## config.mk

```make
export PLATFORM = sky130hd
export DESIGN_NAME = elevator_scheduler
export DESIGN_NICKNAME = d
export VERILOG_FILES = /design/src/rtl/elevator_scheduler.sv
export SDC_FILE = /design/constraint.sdc
export NUM_CORES = 1
export LEC_CHECK = 0
export ABC_AREA = 1
export BUFFER_PORTS_ARGS = -buffer_cell sky130_fd_sc_hd__buf_2
export CAP_MARGIN = 20
export CORE_UTILIZATION = 37
export DETAILED_ROUTE_END_ITERATION = 7
export GPL_ROUTABILITY_DRIVEN = 0
export PLACE_DENSITY = 0.54
export SLEW_MARGIN = 30
export SYNTH_ARGS = -nofsm -noshare
export SYNTH_HDL_FRONTEND = slang
export SYNTH_SLANG_ARGS = --single-unit
```

## constraint.sdc

```tcl
create_clock -name clk -period 4.14 [get_ports clk]
set_input_delay 0.414 -clock clk [delete_from_list [all_inputs] [get_ports clk]]
set_output_delay 0.414 -clock clk [all_outputs]
set_load 0.01 [all_outputs]
```

## src/rtl/elevator_scheduler.sv

```systemverilog
// SCAN-policy car controller: travels in one direction while calls remain ahead,
// opens the door at each called floor and strobes serve to clear that floor's latch.
`timescale 1ns/1ps
module elevator_scheduler #(
    parameter int NUM_FLOORS  = 4,
    parameter int DOOR_CYCLES = 8,
    parameter int FLOOR_W     = 2
) (
    input  logic                  clk,
    input  logic                  rst_n,
    input  logic [NUM_FLOORS-1:0] call_n,
    input  logic [NUM_FLOORS-1:0] floor_sensor,
    output logic                  motor_up,
    output logic                  motor_down,
    output logic                  door_open,
    output logic [NUM_FLOORS-1:0] serve,
    output logic [FLOOR_W-1:0]    cur_floor,
    output logic                  dir_up,
    output logic                  fault
);
    typedef enum logic [2:0] {IDLE, MOVE_UP, MOVE_DOWN, DOOR, FAULT} state_t;

    localparam int CNT_W = (DOOR_CYCLES > 2) ? $clog2(DOOR_CYCLES) : 1;
    localparam logic [CNT_W-1:0]      CNT_LOAD  = CNT_W'(DOOR_CYCLES - 1);
    localparam logic [FLOOR_W-1:0]    TOP_FLOOR = FLOOR_W'(NUM_FLOORS - 1);
    localparam logic [NUM_FLOORS-1:0] ONE_BIT   = NUM_FLOORS'(1);

    state_t                 state_reg, state_next;
    logic [CNT_W-1:0]       cnt_reg, cnt_next;
    logic                   dir_next;
    logic [NUM_FLOORS-1:0]  serve_next;
    logic [FLOOR_W-1:0]     floor_next;

    logic [NUM_FLOORS-1:0]  pend;
    logic [NUM_FLOORS-1:0]  above_cur, below_cur, above_f, below_f;
    logic [FLOOR_W-1:0]     sensor_idx;
    logic [4:0]             hot_cnt;
    logic                   one_hot, multi_hot;
    logic                   here, above, below, sensor_at_cur, at_f;

    assign pend = ~call_n;

    always_comb begin
        hot_cnt    = '0;
        sensor_idx = '0;
        for (int i = 0; i < NUM_FLOORS; i++) begin
            if (floor_sensor[i]) begin
                hot_cnt    = hot_cnt + 5'd1;
                sensor_idx = FLOOR_W'(i);
            end
        end
    end

    assign one_hot   = (hot_cnt == 5'd1);
    assign multi_hot = (hot_cnt > 5'd1);
    assign floor_next = one_hot ? sensor_idx : cur_floor;

    // Call masks relative to the latched floor (IDLE decisions) and to the floor
    // being passed right now (travel decisions).
    genvar gi;
    generate
        for (gi = 0; gi < NUM_FLOORS; gi++) begin : g_floor
            assign above_cur[gi] = pend[gi] & (FLOOR_W'(gi) > cur_floor);
            assign below_cur[gi] = pend[gi] & (FLOOR_W'(gi) < cur_floor);
            assign above_f[gi]   = pend[gi] & (FLOOR_W'(gi) > sensor_idx);
            assign below_f[gi]   = pend[gi] & (FLOOR_W'(gi) < sensor_idx);
        end
    endgenerate

    assign above         = |above_cur;
    assign below         = |below_cur;
    assign here          = pend[cur_floor];
    assign at_f          = pend[sensor_idx];
    assign sensor_at_cur = one_hot && (sensor_idx == cur_floor);

    always_comb begin
        state_next = state_reg;
        dir_next   = dir_up;
        cnt_next   = cnt_reg;
        serve_next = '0;
        case (state_reg)
            IDLE: begin
                if (here && sensor_at_cur) begin
                    state_next = DOOR;
                end else if (dir_up && above) begin
                    state_next = MOVE_UP;
                end else if (!dir_up && below) begin
                    state_next = MOVE_DOWN;
                end else if (above) begin
                    state_next = MOVE_UP;
                    dir_next   = 1'b1;
                end else if (below) begin
                    state_next = MOVE_DOWN;
                    dir_next   = 1'b0;
                end
            end
            MOVE_UP: begin
                if (one_hot) begin
                    if (at_f)
                        state_next = DOOR;
                    else if (!(|above_f) || sensor_idx == TOP_FLOOR)
                        state_next = IDLE;
                end
            end
            MOVE_DOWN: begin
                if (one_hot) begin
                    if (at_f)
                        state_next = DOOR;
                    else if (!(|below_f) || sensor_idx == '0)
                        state_next = IDLE;
                end
            end
            DOOR: begin
                // The latch is still set in the cycle serve is high, so only a
                // call seen after the strobe counts as a re-press.
                if (here && !(|serve)) begin
                    cnt_next   = CNT_LOAD;
                    serve_next = ONE_BIT << cur_floor;
                end else if (cnt_reg == '0) begin
                    state_next = IDLE;
                end else begin
                    cnt_next = cnt_reg - CNT_W'(1);
                end
            end
            FAULT: state_next = FAULT;
            default: state_next = IDLE;
        endcase

        if (multi_hot) begin
            state_next = FAULT;
            serve_next = '0;
        end else if (state_next == DOOR && state_reg != DOOR) begin
            cnt_next   = CNT_LOAD;
            serve_next = ONE_BIT << floor_next;
        end
    end

    always_ff @(posedge clk or negedge rst_n) begin
        if (!rst_n) begin
            state_reg  <= IDLE;
            cnt_reg    <= '0;
            cur_floor  <= '0;
            dir_up     <= 1'b1;
            serve      <= '0;
            motor_up   <= 1'b0;
            motor_down <= 1'b0;
            door_open  <= 1'b0;
            fault      <= 1'b0;
        end else begin
            state_reg  <= state_next;
            cnt_reg    <= cnt_next;
            cur_floor  <= floor_next;
            dir_up     <= dir_next;
            serve      <= serve_next;
            motor_up   <= (state_next == MOVE_UP);
            motor_down <= (state_next == MOVE_DOWN);
            door_open  <= (state_next == DOOR);
            fault      <= (state_next == FAULT);
        end
    end
endmodule

```

# After elaboration in Yosys (flattened, before gate mapping)
# Index checks and enable logic that the tools add are counted.
# op_classes
n_addsub	4
multipliers	0
div	0
order_cmp	19
n_eq_ne	13
n_shift	2
mux	38
n_bitwise	20
n_reduce_logical	22
# op_table
op	count
3-bit two-way mux	19
4-bit OR reduction	5
1-bit AND	16
4-bit two-way mux	4
5-bit by 1-bit adder with 5-bit output (second input constant)	3
3-bit by 2-bit equality test with 1-bit output (second input constant)	5
5-bit two-way mux	3
3-bit case mux with 5 select lines	1
1-bit by 2-bit > comparator with 1-bit output (first input constant)	4
2-bit > comparator (first input constant)	4
1-bit by 2-bit < comparator with 1-bit output (first input constant)	4
2-bit < comparator (first input constant)	4
1-bit by 2-bit << shifter with 4-bit output (first input constant)	2
3-bit by 1-bit equality test with 1-bit output (second input constant)	2
3-bit equality test (second input constant)	2
1-bit logical AND	6
3-bit zero test	2
2-bit by 3-bit < comparator with 1-bit output (second input constant)	2
1-bit two-way mux	6
2-bit two-way mux	3
5-bit by 1-bit equality test with 1-bit output (second input constant)	1
5-bit by 1-bit > comparator with 1-bit output (second input constant)	1
5-bit AND reduction	1
1-bit binary-select mux with 2-bit select	2
other kinds (10)	16
# totals
regBits	17
latch_bits	0
mem_bits_rw	0
rom_bits	0
out_inout_bits	11
elab_cells	127
mem_count	0

# Logic depth before layout (Yosys ltp)
# Gate-level depths: netlist of the first run.
# depth
ltp_word	16
ltp_mapped	21
depth_no_buf	21

# Least setup slack after synthesis of the first run
# Ideal clock, no wire load.
# synth_path
path_kind	input to register
from	input port floor_sensor[0]
to	register serve[1]
setup_ns	0.071
t_arrival_ns	2.319
t_required_ns	4.069
slack_ns	1.750
cell_stages	19
path_cell_list	inv_1 ha_1 inv_1 nand2_1 nand2_1 inv_1 ha_1 or2_0 nand2_2 nand2_4 nor2_8 nand2_4 nand2_1 nand2_1 nand3_4 nand3_4 nand2_1 inv_1 nor2_1
# synth_between
elab_chain_cells	16
elab_cells_between_ends	21
classes_between	add/sub: 3; order compare: 1; eq/ne: 2; shift: 1; mux: 11; reduce/logical: 3
# synth_lines
element	line	rtl
start, declared	12	input logic [NUM_FLOORS-1:0] floor_sensor,
1-bit two-way mux *	47	if (floor_sensor[i]) begin
5-bit by 1-bit adder with 5-bit output	48	hot_cnt = hot_cnt + 5'd1;
5-bit two-way mux *	47	
5-bit by 1-bit adder with 5-bit output	48	
5-bit two-way mux *	47	
5-bit by 1-bit adder with 5-bit output	48	
5-bit two-way mux *	47	
5-bit by 1-bit equality test with 1-bit output	54	assign one_hot = (hot_cnt == 5'd1);
1-bit logical AND	74	assign sensor_at_cur = one_hot && (sensor_idx == cur_floor);
1-bit logical AND	83	if (here && sensor_at_cur) begin
3-bit two-way mux	83	
3-bit case mux with 5 select lines	81	case (state_reg)
3-bit by 2-bit equality test with 1-bit output	132	end else if (state_next == DOOR && state_reg != DOOR) begin
1-bit logical AND	132	
4-bit two-way mux	132	
4-bit two-way mux *	129	if (multi_hot) begin
via serve_next[1]	31	logic [NUM_FLOORS-1:0] serve_next;
end signal, assigned	154	serve <= serve_next;
end, declared	16	output logic [NUM_FLOORS-1:0] serve,
# The timed path passes the listed nets; every way through them passes the cells marked *.
# A chain may end at the register's enable or synchronous reset.

# Final worst setup path of the first run
# layout_path
from	input port floor_sensor[1]
to	register serve[1]
# layout_between
elab_chain_cells	16
elab_cells_between_ends	53
classes_between	add/sub: 2; order compare: 9; eq/ne: 4; shift: 1; mux: 19; bitwise: 8; reduce/logical: 10
# layout_lines
element	line
branches (longest 15 deep; another with 5-bit by 1-bit adder with 5-bit output)	-
4-bit two-way mux *	129
via serve_next[1]	31
# Mark *: on every way through the listed nets, which the timed path passes. The select of a mux whose other input is x is not followed.

==> results of run 1 <==
==> final cells by class <==
cell class	instances	share of cell area, %
flip-flops and latches	17	28.0
inverters	37	9.12
multi-input cells	150	50.7
repair buffers	20	6.57
clock inverters	1	0.329
well taps	46	3.78
clock buffers	3	1.48
==> worst max-delay path: stages <==
cell	delay [ps]
sky130_fd_sc_hd__buf_2	110
sky130_fd_sc_hd__inv_1	60
sky130_fd_sc_hd__ha_1	300
sky130_fd_sc_hd__inv_1	60
sky130_fd_sc_hd__nand2_1	70
sky130_fd_sc_hd__nand2_1	110
sky130_fd_sc_hd__inv_1	50
sky130_fd_sc_hd__ha_1	270
sky130_fd_sc_hd__or2_0	230
sky130_fd_sc_hd__nand2_2	100
sky130_fd_sc_hd__nand2_4	70
sky130_fd_sc_hd__nor2_8	140
sky130_fd_sc_hd__nand2_4	60
sky130_fd_sc_hd__nand2_1	60
sky130_fd_sc_hd__nand2_1	80
sky130_fd_sc_hd__nand3_4	120
sky130_fd_sc_hd__nand3_4	110
sky130_fd_sc_hd__nand2_1	80
sky130_fd_sc_hd__inv_1	40
sky130_fd_sc_hd__nor2_1	90
==> power by group through the flow <==
stage	clock (mW)	sequential, mW	combinational [mW]
finish	0.0880	0.196	0.189
global route	0.105	0.198	0.214
CTS	0.0925	0.196	0.189
detailed placement	0	0.199	0.189
global placement	0	0.198	0.183
floorplan	0	0.202	0.128
==> worst min path at each step <==
stage	start	end	slack (ps)
after detailed placement	rst_n	cnt_reg[0]	360
final	rst_n	cnt_reg[0]	20
after global placement	rst_n	cur_floor[1]	350
after CTS	rst_n	cnt_reg[0]	30
after global routing	rst_n	cnt_reg[0]	20
after floorplan	rst_n	cnt_reg[0]	120
==> stage by stage <==
stage	worst slack (ps)	utilization (%)	hold slack, ps	instance area (sq um)
after floorplan	1750	-	118	1340
after global placement	1500	44.1	347	1500
after detailed placement	1400	44.1	364	1500
after CTS	1720	44.9	29.5	1520
after global routing	1490	44.9	17.6	1520
final	1740	44.9	20.5	1520
==> cells in the mapped netlist <==
| master | count | area [sq um] |
|---|---|---|
| sky130_fd_sc_hd__ha_1 | 6 | 75.1 |
| sky130_fd_sc_hd__nand2_1 | 75 | 282 |
| sky130_fd_sc_hd__nor3_1 | 3 | 15.0 |
| sky130_fd_sc_hd__o211ai_1 | 2 | 15.0 |
| sky130_fd_sc_hd__o21ai_0 | 5 | 25.0 |
| sky130_fd_sc_hd__nor3_2 | 1 | 10.0 |
| sky130_fd_sc_hd__dfstp_2 | 1 | 26.3 |
| sky130_fd_sc_hd__nand3_2 | 1 | 10.0 |
| sky130_fd_sc_hd__dfrtp_1 | 16 | 400 |
| sky130_fd_sc_hd__a31oi_1 | 1 | 6.26 |
| sky130_fd_sc_hd__o22ai_1 | 3 | 18.8 |
| sky130_fd_sc_hd__or2_2 | 1 | 6.26 |
| sky130_fd_sc_hd__inv_2 | 2 | 7.51 |
| sky130_fd_sc_hd__inv_1 | 35 | 131 |
| sky130_fd_sc_hd__nand3_1 | 15 | 75.1 |
| sky130_fd_sc_hd__nand3_4 | 2 | 35.0 |
| sky130_fd_sc_hd__o21ai_1 | 1 | 5.00 |
| sky130_fd_sc_hd__nor3b_1 | 1 | 7.51 |
| sky130_fd_sc_hd__nor2_8 | 1 | 20.0 |
| sky130_fd_sc_hd__nor2_1 | 15 | 56.3 |
| sky130_fd_sc_hd__o21ai_2 | 1 | 8.76 |
| sky130_fd_sc_hd__a21oi_1 | 7 | 35.0 |
| sky130_fd_sc_hd__nand2_4 | 2 | 22.5 |
| sky130_fd_sc_hd__nand2_2 | 3 | 18.8 |
| sky130_fd_sc_hd__nand4_1 | 3 | 18.8 |
| sky130_fd_sc_hd__or2_0 | 1 | 6.26 |
==> logic make-up after synthesis <==
family	count (synthesis)	share of synthesized area, %
DFF	17	31.9
AOI/OAI and AO/OA	20	8.51
adders and majority gates	6	5.61
and+or+nand+nor	124	43.6
buffers and inverters	37	10.4
==> routing by layer <==
| metal | GRT usage, % | part of all wire [%] |
|---|---|---|
| met1 | 22.0 | 46 |
| met3 | 4.04 | 2.6 |
| met5 | 0 | 0 |
| met2 | 32.1 | 49 |
| met4 | 5.52 | 2.5 |
==> qor.csv, run 1 <==
metric;value;unit
flip-flop count of the largest register after layout;4;
average instance area after synthesis;6.56;sq um
net switching share of the total power;41.7;%
n_diodes;0;
count of cell types in the netlist;26;
setup clock skew after layout;17.6;ps
launching element of the worst setup path;floor_sensor[1];
number of antenna violations at the first check in global routing;0;
slew at the pin closest to its max-slew limit;389;ps
number of violations reported at the end of detailed-routing iteration 0;58;
global-route wire length before repair;5690;um
per-cell via count in the routed design;4.81;
growth of design area from synthesis to finish;13.8;%
sequential share of power;41.4;%
number of failing hold endpoints at the final stage;0;
Final setup violation count;0;
final-report max-slew violation count;0;
outcome;complete, no violations;
Die ar.;3860;sq um
sequential area share after synthesis;31.9;%
Mapped Cells;204;
net count of the mapped netlist;220;
share of total power in combinational logic;40.0;%
Final #Nets;245;
total track usage;18.2;%
core area;3390;sq um
count of TritonRoute iterations in the first routing pass;4;
count of cells resized by post-cts repair;0;
largest fanout of any net on the critical path;7;
area taken by flip-flops and latches;427;sq um
CTS buffer count;3;
initial standard-cell utilization of the core;39.5;%
maximum number of pins on one net before global-route repair;18;
static leakage;0.903;nW
most common cell after layout, fill and taps aside;sky130_fd_sc_hd__nand2_1;
Max rail drop VDD;0.137;mV
DR vias;1319;
Hold WC Path Type;in2async;
number of buffers added to fix hold violations after cts;0;
number of levels the H-tree was split into;1;
antenna-violating nets left;0;
RSZ-0062 raised after global routing;false;
upper clock frequency limit;416;MHz
number of placed I/O pins;21;
clock tree from TritonCTS;yes;
Overflow after GRT;0;
Worst-Skew Late Latency;290;ps
number of warning messages in the yosys log;0;
# DRC;0;
clock root cell;sky130_fd_sc_hd__clkbuf_4;
Clk pwr share;18.6;%
Post-CTS Setup Repair Bufs;0;
arrival time at the worst endpoint;2640;ps
Num Clock Sinks;17;
layout cell share with drive strength beyond 1;17.1;%
R2R Path Start;cur_floor[0];
data required time of the worst path;4380;ps
Yosys reg bits;17;
placed wire-length estimate;2570;um
Clock transition at path regs;110;ps
Mapped Area;1340;sq um
row count;21;
Register-to-Register Path Depth;12;
slack of the worst reg-to-reg path;2160;ps
routed wire length;3150;um
Worst slew margin;74.1;%
Chip Height;62.1;um
Max Root-Sink Buffers;2;
Final period util;58.1;%
detailed-route wire length per cell;11.5;um
classification of the worst setup path;in2reg;
port buffer count;20;
switching power summed over all nets;197;uW
Overall Power;473;uW
count of placed standard cells including taps;270;
most frequent cells in the layout;sky130_fd_sc_hd__nand2_1, sky130_fd_sc_hd__inv_1, sky130_fd_sc_hd__buf_2;
r2r endpoint;serve[1];
number of maximum-capacitance violations;0;
fin cells;274;
CP endpoint;serve[1];
Internal Pwr Total;276;uW
floorplan die width;62.1;um
filler instances;370;
final critical path time including I/O delays and setup;2400;ps
power density of the placed cells;310;nW/um^2
area of combinational cells with multiple inputs;772;sq um
crit path launch type;input port;
setup TNS;0;ps
kind of end point of the critical path;register;
via count of the first global-routing pass;1356;
No activity file was read; power rests on OpenSTA's default activity.
==> inputs of run 2 (changes only) <==
PLACE_DENSITY = 0.56   (was 0.54)
clock period = 1.98 ns   (was 4.14 ns; I/O delays follow)
==> run 2 against run 1 <==
Compared with the run above:
- global-route usage fell by 0.23 points
- register-to-register slack got worse by 2000 ps
- sequential share of layout area fell by 4.1 points
- die area did not move
- non-clock buffer count rose by 22
- clock-buffer cell count rose by 1
- largest cell class unchanged
==> qor.csv, run 2 (synthesis gave the netlist of run 1 again) <==
metric;value;unit;change
initial standard-cell utilization of the core;39.5;%;unchanged
power density of the placed cells;624;nW/um^2;+100%
total track usage;18.0;%;-0.23 points
static leakage;1.01;nW;+12%
number of levels the H-tree was split into;1;;unchanged
growth of design area from synthesis to finish;33.6;%;
Max rail drop VDD;0.414;mV;+200%
cell area after layout;1790;sq um;+17%
arrival time at the worst endpoint;2180;ps;-460 ps
Worst-Skew Late Latency;290;ps;about the same
number of maximum-capacitance violations;0;;unchanged
post-place setup slack;-385;ps;-1790 ps
port buffer count;20;;unchanged
crit path launch type;input port;;
upper clock frequency limit;505;MHz;
data required time of the worst path;2180;ps;-2200 ps
antenna-violating nets left;0;;unchanged
fin cells;296;;+8.0%
flip-flop count of the largest register after layout;4;;unchanged
via count of the first global-routing pass;1243;;-8.3%
setup TNS;0;ps;unchanged
most frequent cells in the layout;sky130_fd_sc_hd__nand2_1, sky130_fd_sc_hd__inv_1, sky130_fd_sc_hd__buf_4;;
routed wire length;3280;um;+3.9%
Register-to-Register Path Depth;14;;+2
r2r endpoint;serve[0];;
count of placed standard cells including taps;287;;+6.3%
met3 global-route usage;2.57;%;-1.5 points
total cell area at the placement stage;1660;sq um;+11%
detailed-route wire length per cell;11.1;um;-3.8%
placed wire-length estimate;2590;um;+0.46%
busiest grt layer;met2;;
number of placed I/O pins;21;;unchanged
RSZ-0062 raised after global routing;true;;
final-report max-slew violation count;0;;unchanged
Worst slew margin;69.2;%;-4.9 points
number of failing hold endpoints at the final stage;0;;unchanged
number of violations reported at the end of detailed-routing iteration 0;68;;+17%
Hold WC Path Type;in2async;;
count of TritonRoute iterations in the first routing pass;4;;unchanged
setup clock skew after layout;8.37;ps;-9.27 ps
Die ar.;3860;sq um;unchanged
global-route wire length before repair;5600;um;-1.6%
worst hold-check slack;347;ps;+327 ps
slack of the worst reg-to-reg path;170;ps;-1990 ps
clock root cell;sky130_fd_sc_hd__clkbuf_4;;
n_diodes;0;;unchanged
clock tree from TritonCTS;yes;;
maximum number of pins on one net before global-route repair;18;;unchanged
floorplan die width;62.1;um;unchanged
Overflow after GRT;0;;unchanged
Final period util;99.9;%;
outcome;complete, no violations;;
final critical path time including I/O delays and setup;1980;ps;
met2 global-route usage;27.5;%;-4.7 points
Clock transition at path regs;100;ps;about the same
classification of the worst setup path;in2reg;;
slew at the pin closest to its max-slew limit;458;ps;+69.4 ps
Num Clock Sinks;17;;unchanged
Max Root-Sink Buffers;2;;unchanged
most common cell after layout, fill and taps aside;sky130_fd_sc_hd__nand2_1;;
kind of end point of the critical path;register;;
core area;3390;sq um;unchanged
row count;21;;unchanged
largest fanout of any net on the critical path;6;;-1
Final #Nets;267;;+9.0%
number of antenna violations at the first check in global routing;0;;unchanged
R2R Path Start;cur_floor[1];;
Worst Setup Slack, final;1.47;ps;-1730 ps
Chip Height;62.1;um;unchanged
met1 usage;26.1;%;+4.1 points
Final setup violation count;0;;unchanged
CTS buffer count;3;;unchanged
per-cell via count in the routed design;4.72;;-2.0%
layout cell share with drive strength beyond 1;33.6;%;+16 points
# DRC;0;;unchanged
DR vias;1396;;+5.8%
-- run 2: cell count changes in the layout (fill, tap and decap cells not counted), sizes merged --
| cell | delta |
|---|---|
| buf | +21 |
| clkbuf | +1 |
| clkinv | -1 |
| dlygate4sd3 | +1 |
-- run 2: how the worst max path moves through the flow --
stage	startpoint	to	slack, ps	cells after the start
finish	floor_sensor[1]	serve[0]	1	20
global route	floor_sensor[1]	serve[0]	-120	20
CTS	floor_sensor[1]	serve[0]	0.6	20
detailed placement	floor_sensor[1]	serve[0]	-380	19
global placement	floor_sensor[1]	serve[0]	-380	19
floorplan	floor_sensor[0]	serve[0]	-70	18
-- run 2: critical path, stage by stage --
cell	delay, ps
sky130_fd_sc_hd__buf_8	90
sky130_fd_sc_hd__inv_8	30
sky130_fd_sc_hd__ha_4	260
sky130_fd_sc_hd__inv_2	30
sky130_fd_sc_hd__nand2_2	70
sky130_fd_sc_hd__nand2_2	70
sky130_fd_sc_hd__inv_2	60
sky130_fd_sc_hd__ha_4	180
sky130_fd_sc_hd__or2_1	230
sky130_fd_sc_hd__nand2_2	100
sky130_fd_sc_hd__nand2_4	70
sky130_fd_sc_hd__nor2_8	160
sky130_fd_sc_hd__buf_4	130
sky130_fd_sc_hd__nand2_1	50
sky130_fd_sc_hd__o21ai_2	100
sky130_fd_sc_hd__inv_2	60
sky130_fd_sc_hd__nand2_1	70
sky130_fd_sc_hd__nand4_1	100
sky130_fd_sc_hd__nand2_1	90
sky130_fd_sc_hd__nor2_2	40
-- run 2: what timing repair did --
action                                  in CTS  in global routing
endpoints found under the setup margin       4                 11
pin swaps                                    1                 14
gates resized for setup                      2                 21
endpoints found under the hold margin       16                  0
setup buffers                                1                  3
hold buffers                                 1                  0
-- run 2: stage by stage --
| step | power (mW) | utilization (%) |
|---|---|---|
| after global routing | 1.21 | 52.7 |
| after detailed placement | 0.886 | 48.8 |
| after CTS | 1.09 | 50.3 |
| after floorplan | 0.703 | - |
| final | 1.12 | 52.7 |
| after global placement | 0.892 | 48.8 |
-- run 2: power by group --
part / total (mW) / switching, mW / internal (mW)
Clock: 0.184 / 0.106 / 0.0783
Sequential: 0.414 / 0.0354 / 0.379
Combinational: 0.517 / 0.306 / 0.212
Total: 1.12 / 0.447 / 0.668
-- run 2: layout make-up --
type                    instances  area (sq um)
fillers                       340          1600
multi-input cells             150           842
flip-flops and latches         17           428
repair buffers                 42           284
inverters                      37           149
well taps                      46          57.6
clock buffers                   4          26.3
-- run 2: routing by layer --
layer,share of wire [%],vias up
li1,-,731
met5,0,-
met2,43,33
met3,4.6,6
met4,1.6,0
met1,51,626
